<file path="src/rtl/axi_udp_pkg.sv">
// Shared Ethernet/ARP constants for the UDP/ARP offload blocks.
package axi_udp_pkg;

    localparam logic [15:0] ARP_HW_TYPE    = 16'h0001;
    localparam logic [15:0] ARP_PROTO_TYPE = 16'h0800;
    localparam logic [7:0]  ARP_HW_SIZE    = 8'h06;
    localparam logic [7:0]  ARP_PROTO_SIZE = 8'h04;

    localparam logic [15:0] ARP_OP_REQUEST = 16'h0001;
    localparam logic [15:0] ARP_OP_REPLY   = 16'h0002;

    localparam logic [15:0] ETHERTYPE_ARP  = 16'h0806;
    localparam int unsigned ARP_FRAME_LEN  = 42;

    localparam logic [5:0]  ARP_LAST_INDEX = 6'(ARP_FRAME_LEN - 1);

endpackage

</file>
<file path="src/rtl/axi_arp_reply_tx.sv">
// Answers ARP requests for the local IP by streaming a 42-byte Ethernet+ARP
// reply on a byte-wide AXI-Stream master; everything else is counted as a drop.
module axi_arp_reply_tx
    import axi_udp_pkg::*;
#(
    parameter int          DEBUG   = 1,
    parameter logic [23:0] MAC_MSB = 24'h010203,
    parameter logic [23:0] MAC_LSB = 24'h040506,
    parameter logic [15:0] IP_MSB  = 16'hc0a8,
    parameter logic [15:0] IP_LSB  = 16'h0602
) (
    input  logic        clk,
    input  logic        reset,
    input  logic        arp_valid,
    output logic        arp_ready,
    input  logic [15:0] arp_opcode,
    input  logic [47:0] arp_src_mac,
    input  logic [31:0] arp_src_ip,
    input  logic [47:0] arp_dst_mac,
    input  logic [31:0] arp_dst_ip,
    output logic        m_axis_tvalid,
    output logic [7:0]  m_axis_tdata,
    output logic        m_axis_tlast,
    input  logic        m_axis_tready,
    output logic [15:0] tx_count,
    output logic [15:0] drop_count
);

    typedef logic [0:0] state_t;
    localparam state_t S_IDLE = 1'b0;
    localparam state_t S_SEND = 1'b1;

    typedef struct packed {
        state_t      state;
        logic [5:0]  index;
        logic [47:0] mac;
        logic [31:0] ip;
        logic [15:0] tx_count;
        logic [15:0] drop_count;
    } reg_t;

    localparam logic [47:0] LOCAL_MAC = {MAC_MSB, MAC_LSB};
    localparam logic [31:0] LOCAL_IP  = {IP_MSB, IP_LSB};

    if (DEBUG > 1) begin : g_debug_range
        $error("DEBUG must be 0 or 1");
    end

    reg_t       r_q;
    reg_t       w_next;
    logic [7:0] w_byte;
    logic       w_unused;

    // The target MAC in a request is normally zero/broadcast and carries no information.
    assign w_unused = ^arp_dst_mac;

    always_comb begin
        w_byte = 8'h00;
        case (r_q.index)
            6'd0:  w_byte = r_q.mac[47:40];
            6'd1:  w_byte = r_q.mac[39:32];
            6'd2:  w_byte = r_q.mac[31:24];
            6'd3:  w_byte = r_q.mac[23:16];
            6'd4:  w_byte = r_q.mac[15:8];
            6'd5:  w_byte = r_q.mac[7:0];
            6'd6:  w_byte = LOCAL_MAC[47:40];
            6'd7:  w_byte = LOCAL_MAC[39:32];
            6'd8:  w_byte = LOCAL_MAC[31:24];
            6'd9:  w_byte = LOCAL_MAC[23:16];
            6'd10: w_byte = LOCAL_MAC[15:8];
            6'd11: w_byte = LOCAL_MAC[7:0];
            6'd12: w_byte = ETHERTYPE_ARP[15:8];
            6'd13: w_byte = ETHERTYPE_ARP[7:0];
            6'd14: w_byte = ARP_HW_TYPE[15:8];
            6'd15: w_byte = ARP_HW_TYPE[7:0];
            6'd16: w_byte = ARP_PROTO_TYPE[15:8];
            6'd17: w_byte = ARP_PROTO_TYPE[7:0];
            6'd18: w_byte = ARP_HW_SIZE;
            6'd19: w_byte = ARP_PROTO_SIZE;
            6'd20: w_byte = ARP_OP_REPLY[15:8];
            6'd21: w_byte = ARP_OP_REPLY[7:0];
            6'd22: w_byte = LOCAL_MAC[47:40];
            6'd23: w_byte = LOCAL_MAC[39:32];
            6'd24: w_byte = LOCAL_MAC[31:24];
            6'd25: w_byte = LOCAL_MAC[23:16];
            6'd26: w_byte = LOCAL_MAC[15:8];
            6'd27: w_byte = LOCAL_MAC[7:0];
            6'd28: w_byte = LOCAL_IP[31:24];
            6'd29: w_byte = LOCAL_IP[23:16];
            6'd30: w_byte = LOCAL_IP[15:8];
            6'd31: w_byte = LOCAL_IP[7:0];
            6'd32: w_byte = r_q.mac[47:40];
            6'd33: w_byte = r_q.mac[39:32];
            6'd34: w_byte = r_q.mac[31:24];
            6'd35: w_byte = r_q.mac[23:16];
            6'd36: w_byte = r_q.mac[15:8];
            6'd37: w_byte = r_q.mac[7:0];
            6'd38: w_byte = r_q.ip[31:24];
            6'd39: w_byte = r_q.ip[23:16];
            6'd40: w_byte = r_q.ip[15:8];
            6'd41: w_byte = r_q.ip[7:0];
            default: w_byte = 8'h00;
        endcase
    end

    always_comb begin
        w_next = r_q;
        case (r_q.state)
            S_IDLE: begin
                if (arp_valid) begin
                    if (arp_opcode == ARP_OP_REQUEST && arp_dst_ip == LOCAL_IP) begin
                        w_next.state = S_SEND;
                        w_next.index = '0;
                        w_next.mac   = arp_src_mac;
                        w_next.ip    = arp_src_ip;
                    end else begin
                        w_next.drop_count = r_q.drop_count + 16'd1;
                    end
                end
            end
            S_SEND: begin
                if (m_axis_tready) begin
                    if (r_q.index == ARP_LAST_INDEX) begin
                        w_next.state    = S_IDLE;
                        w_next.index    = '0;
                        w_next.tx_count = r_q.tx_count + 16'd1;
                    end else begin
                        w_next.index = r_q.index + 6'd1;
                    end
                end
            end
            default: w_next.state = S_IDLE;
        endcase
    end

    always_ff @(posedge clk) begin
        if (reset) begin
            r_q <= '0;
        end else begin
            r_q <= w_next;
        end
    end

    assign arp_ready     = (r_q.state == S_IDLE);
    assign m_axis_tvalid = (r_q.state == S_SEND);
    assign m_axis_tlast  = (r_q.state == S_SEND) && (r_q.index == ARP_LAST_INDEX);
    assign m_axis_tdata  = (r_q.state == S_SEND) ? w_byte : 8'h00;
    assign tx_count      = r_q.tx_count;
    assign drop_count    = r_q.drop_count;

endmodule

</file>
<file path="config.mk">
export PLATFORM = sky130hd
export DESIGN_NAME = axi_arp_reply_tx
export DESIGN_NICKNAME = d
export VERILOG_FILES = /design/src/rtl/axi_udp_pkg.sv /design/src/rtl/axi_arp_reply_tx.sv
export SDC_FILE = /design/constraint.sdc
export NUM_CORES = 1
export LEC_CHECK = 0
export ABC_AREA = 1
export BUFFER_PORTS_ARGS = -buffer_cell sky130_fd_sc_hd__buf_2
export CORE_MARGIN = 2
export CORE_UTILIZATION = 50
export DETAILED_ROUTE_END_ITERATION = 8
export GPL_TIMING_DRIVEN = 1
export PLACE_DENSITY = 0.79
export SYNTH_ARGS = -nofsm -noshare
export SYNTH_HDL_FRONTEND = slang
export SYNTH_SLANG_ARGS = --single-unit
export TNS_END_PERCENT = 50
</file>
<file path="constraint.sdc">
create_clock -name clk -period 1.8 [get_ports clk]
set_clock_uncertainty 0.05 [all_clocks]
set_input_delay 0.18 -clock clk [delete_from_list [all_inputs] [get_ports clk]]
set_output_delay 0.18 -clock clk [all_outputs]
set_load 0.01 [all_outputs]
</file>
# ---- Yosys cells after proc, flatten, opt, wreduce, memory -nomap -nowiden
# Cells that the tools add are included.
dict set report classes {
  eq_ne 43
  mux 8
  n_addsub 3
  bitwise_logic 2
  n_reduce_logical 20
}
# op n
set op_table {}
lappend op_table {{two-way mux 87 bit} 2}
lappend op_table {{one-hot mux 8 bit (19 select lines)} 1}
lappend op_table {{equality test 6 x 5 -> 1 bit (second input constant)} 14}
lappend op_table {{equality test 6 bit (second input constant)} 10}
lappend op_table {{equality test 6 x 4 -> 1 bit (second input constant)} 7}
lappend op_table {{adder 16 x 1 -> 16 bit (second input constant)} 2}
lappend op_table {{equality test 32 bit (second input constant)} 1}
lappend op_table {{equality test 6 x 3 -> 1 bit (second input constant)} 4}
lappend op_table {{OR reduction 2 bit} 9}
lappend op_table {{equality test 16 x 1 -> 1 bit (second input constant)} 1}
lappend op_table {{one-hot mux 7 bit (2 select lines)} 1}
lappend op_table {{equality test 6 x 2 -> 1 bit (second input constant)} 2}
lappend op_table {{AND reduction 3 bit} 4}
lappend op_table {{two-way mux 8 bit} 1}
lappend op_table {{two-way mux 7 bit} 1}
lappend op_table {{adder 6 x 1 -> 6 bit (second input constant)} 1}
lappend op_table {{equality test 6 x 1 -> 1 bit (second input constant)} 1}
lappend op_table {{logical NOT 6 bit} 1}
lappend op_table {{two-way mux 6 bit} 1}
lappend op_table {{OR reduction 3 bit} 2}
lappend op_table {{OR reduction 5 bit} 1}
lappend op_table {{inequality test 2 bit (second input constant)} 2}
lappend op_table {{OR reduction 4 bit} 1}
lappend op_table {{logical AND 1 bit} 2}
lappend op_table {{other kinds (3)} 4}
dict set report totals {
  reg_bits 119
}

# ---- Logic depth before layout (Yosys ltp)
dict set report depth {
  ltp_word 5
  mapped_depth 12
}

# ---- Least setup slack after synthesis
# OpenSTA, ideal clock, no wires.
dict set report synth_timing {
  path_kind {reg2out}
  from {register r_q[112] (netlist name)}
  to {output m_axis_tdata[1]}
  n_path_buf 0
  path_stages_with_launch 10
  t_arrival_ns 1.430
  required_ns 1.570
  path_slack_ns 0.140
  path_cell_list {dfxtp_1 > ha_1 > nand2_1 > nor2_1 > nand2_1 > o21ai_0 > nor2_1 > nand3_1 > nor2_1 > nor2_1}
}
dict set report synth_between {
  elab_chain_cells 4
  word_cells_on_any_way 54
  classes_between {eq/ne: 38; mux: 2; reduce/logical: 14}
}
# item line_no
set synth_lines {}
lappend synth_lines {{start, declared} axi_arp_reply_tx.sv:49} ;# reg_t r_q;
lappend synth_lines {{start signal, assigned} axi_arp_reply_tx.sv:140} ;# r_q <= w_next;
lappend synth_lines {{equality test 6 x 5 -> 1 bit (tied with other cells)} axi_arp_reply_tx.sv:59} ;# case (r_q.index)
lappend synth_lines {{OR reduction 5 bit (no source line) (tied with other cells)} -}
lappend synth_lines {{one-hot mux 8 bit (19 select lines) (*)} axi_arp_reply_tx.sv:59}
lappend synth_lines {{two-way mux 8 bit (*)} axi_arp_reply_tx.sv:147} ;# assign m_axis_tdata = (r_q.state == S_SEND) ? w_byte : 8'h00;
lappend synth_lines {{end, declared} axi_arp_reply_tx.sv:22} ;# output logic [7:0] m_axis_tdata,
# Mark *: on every way between the ends. The rest lies on a longest branch, timed or not.

# ---- Worst setup path after layout
dict set report layout_timing {
  from {register r_q[114] (netlist name)}
  to {output m_axis_tdata[2]}
}
# The elaborated chain is that of the path after synthesis.

==> results.txt <==
Synth area leaders: dfxtp_1 35%, nand2_1 18%, nor2_1 15%
Vias in the first global route: 7734
Post-synth EDFFs: 0
Clock Path Buffers: 2
VDD IR max: 0.606 mV
Clock net sink count: 119
CORE AREA: 0.0133 mm2
Top FF cell, synth: dfxtp_1
Post-Syn Instances: 1133
Root Buffer: clkbuf_16
TritonCTS clock tree: yes
Sequential fraction of the synthesis area: 34.9%
Worst-margin pin slew: 0.456 ns
Global Route Usage Sum: 30.4%
Gr ovfl total: 0
Port Buffers: 174
Filler Cell Count: 1017
Flops & latches, synth: 119
First-pass GRT wire length: 35.5 mm
WL/cell: 14.0 um
Slew Limit Headroom: 69.3%
CP Max Fanout: 4
Top post-synthesis cells by count: 321 x nand2_1, 273 x nor2_1, 145 x inv_1
Drt initial violations: 673
WHS: 0.219 ns
Die Footprint: 0.0146 mm2
Count of final setup violators: 14
Area leader, netlist: dfxtp_1
Hold Path Class: in2reg
Inst Count DP: 1458
Share of the synthesized area in the top cell type: 34.9%
Minimum clock period: 2.30 ns
Area Growth Syn to Fin: 41.1%
CP required: 1.57 ns
Slew Limit Fails: 0
Clock latency on the worst-skew pair: 0.43 ns
Post-route worst setup slack: -0.504 ns
Non-Filler Instances: 1580
Startpoint Class: register
CTS clk-pin slew, worst paths: 0.06 ns
Final GP Congestion: 0.934
CTS H-tree depth: 4
Mapped cell area: 0.00683 mm2
Layout cells sized above 1: 23.4%
RSZ-0062 raised after global routing: true
Pre-antenna DRT Iters: 7
Violated checks: negative setup slack
Antenna violations before repair: 0
N_diodes: 0
Syn avg cell area: 6.03 um2
Largest net degree at the start of global routing: 112
Ports: 223
Rows: 42
Die width: 121 um
Lkg Pwr: 4.80 nW
Setup CP Type: reg2out
Synth warn: 0
FMAX: 434 MHz
Endpoint class of the critical path: primary output
DRC errors left: 0
DIE HEIGHT: 121 um
Status: finished, violations left
Final HPWL DP: 13.3 mm
Final period utilization: 128%
Critical Path AT: 2.07 ns
Pwr dens: 667 mW/mm2
Vias: 7979
Vias per cell: 5.05
Hold Fails Final Rpt: 0
Starting Density: 51.4%
Setup TNS Final: -3.75 ns
Max Cap Viol: 0
Final ANT Viol Nets: 0
Ys async rst share: 0%
Synthesized Nets: 1319
Yosys cell types: 32
Final #Nets: 1577
Cts bufs inserted: 17
Cell with the most instances after synthesis: nand2_1
Total Wirelength: 22.1 mm
==> through the flow <==
stage	setup WS, ns	total power [mW]	instance area [um2]	util [%]
final	-0.504	6.43	9640	72.5
after global routing	-0.564	6.58	9640	72.5
after CTS	-0.456	6.42	9480	71.3
after detailed placement	-0.130	2.98	7890	59.4
after global placement	-0.0908	2.98	7890	59.4
after floorplan	0.140	2.80	6830	-
==> final cells by class <==
type / instances / area, um2 / area share (%)
Multi-Input combinational cell: 795 / 3720 / 38.6
Sequential cell: 119 / 2390 / 24.8
Timing Repair Buffer: 309 / 2140 / 22.2
Inverter: 149 / 569 / 5.91
Clock buffer: 21 / 460 / 4.78
Tap cell: 176 / 220 / 2.28
Clock inverter: 11 / 125 / 1.30
==> repair_timing <==
item | CTS | global route
endpoints found under the hold margin | 81 | 0
buffers inserted | 5 | 4
pin swaps | 12 | 20
setup endpoints to repair | 10 | 25
hold buffers | 81 | 0
gates resized for setup | 49 | 34
==> sequential cells by signal (all words and copies together) (netlist names) <==
name / count
drop_count: 16
tx_count: 16
r_q: 86
m_axis_tvalid: 1
==> worst max-delay path: stages (launching register included) <==
cell      delay, ns
dfxtp_2        0.35
buf_4          0.15
nor2_4         0.18
buf_4          0.16
nand2_1        0.08
o211ai_1       0.18
nor2_1         0.11
nand2_1        0.07
nor2_1         0.04
nor2_1         0.15
buf_2          0.17
==> metal layers <==
layer,vias up,wire length (um),track usage (%)
met5,-,0,0
li1,3940,-,-
met1,3560,8570,34.2
met3,92,1570,6.44
met2,387,11000,53.8
met4,0,961,15.5
==> report_power, final <==
group / internal, mW / leakage [nW] / switching, mW
Sequential: 2.63 / 0.961 / 0.00338
Combinational: 0.254 / 3.57 / 0.187
Clock: 2.10 / 0.271 / 1.25
Total: 4.99 / 4.80 / 1.44
==> logic make-up after synthesis <==
kind of cell / count (synthesis) / synth area share [%]
AO/OA/AOI/OAI: 85 / 6.89
adder cells (fa/ha/maj): 6 / 1.10
XOR/XNOR: 13 / 1.67
flip-flops: 119 / 34.9
buffers and inverters: 219 / 14.3
AND/OR/NAND/NOR: 691 / 41.2
==> final timing paths <==
check	end	cells after the start	start	slack (ns)
setup / recovery	m_axis_tdata[2]	10	r_q[114]$_SDFFE_PP0P_	-0.50
hold / removal	tx_count[14]$_SDFFE_PP0P_	3	reset	0.22
setup reg to reg	tx_count[8]$_SDFFE_PP0P_	11	r_q[113]$_SDFFE_PP0P_	-0.04
hold reg to reg	tx_count[4]$_SDFFE_PP0P_	1	tx_count[4]$_SDFFE_PP0P_	0.44
==> placed cells by master, fill, tap and decap left out, types with 5 or more instances in the layout <==
| cell type | synthesis | routed |
|---|---|---|
| nand3_1 | 56 | 51 |
| clkbuf_16 | 0 | 17 |
| clkinvlp_4 | 0 | 5 |
| dlygate4sd3_1 | 0 | 81 |
| inv_1 | 145 | 134 |
| o21ai_1 | 7 | 10 |
| nand2_1 | 321 | 314 |
| buf_2 | 17 | 172 |
| nand3_4 | 2 | 5 |
| inv_2 | 4 | 11 |
| dfxtp_1 | 119 | 115 |
| xor2_1 | 7 | 7 |
| nor2_4 | 4 | 12 |
| nand4_1 | 8 | 8 |
| buf_4 | 34 | 49 |
| o21ai_0 | 13 | 8 |
| o211ai_1 | 5 | 5 |
| nor2_2 | 6 | 6 |
| o22ai_1 | 19 | 15 |
| xnor2_1 | 6 | 6 |
| nor2_1 | 273 | 265 |
| nand2_2 | 2 | 6 |
| a21oi_1 | 37 | 35 |
| nor3_1 | 12 | 11 |
Note: power is estimated with default switching activity, not from simulation.
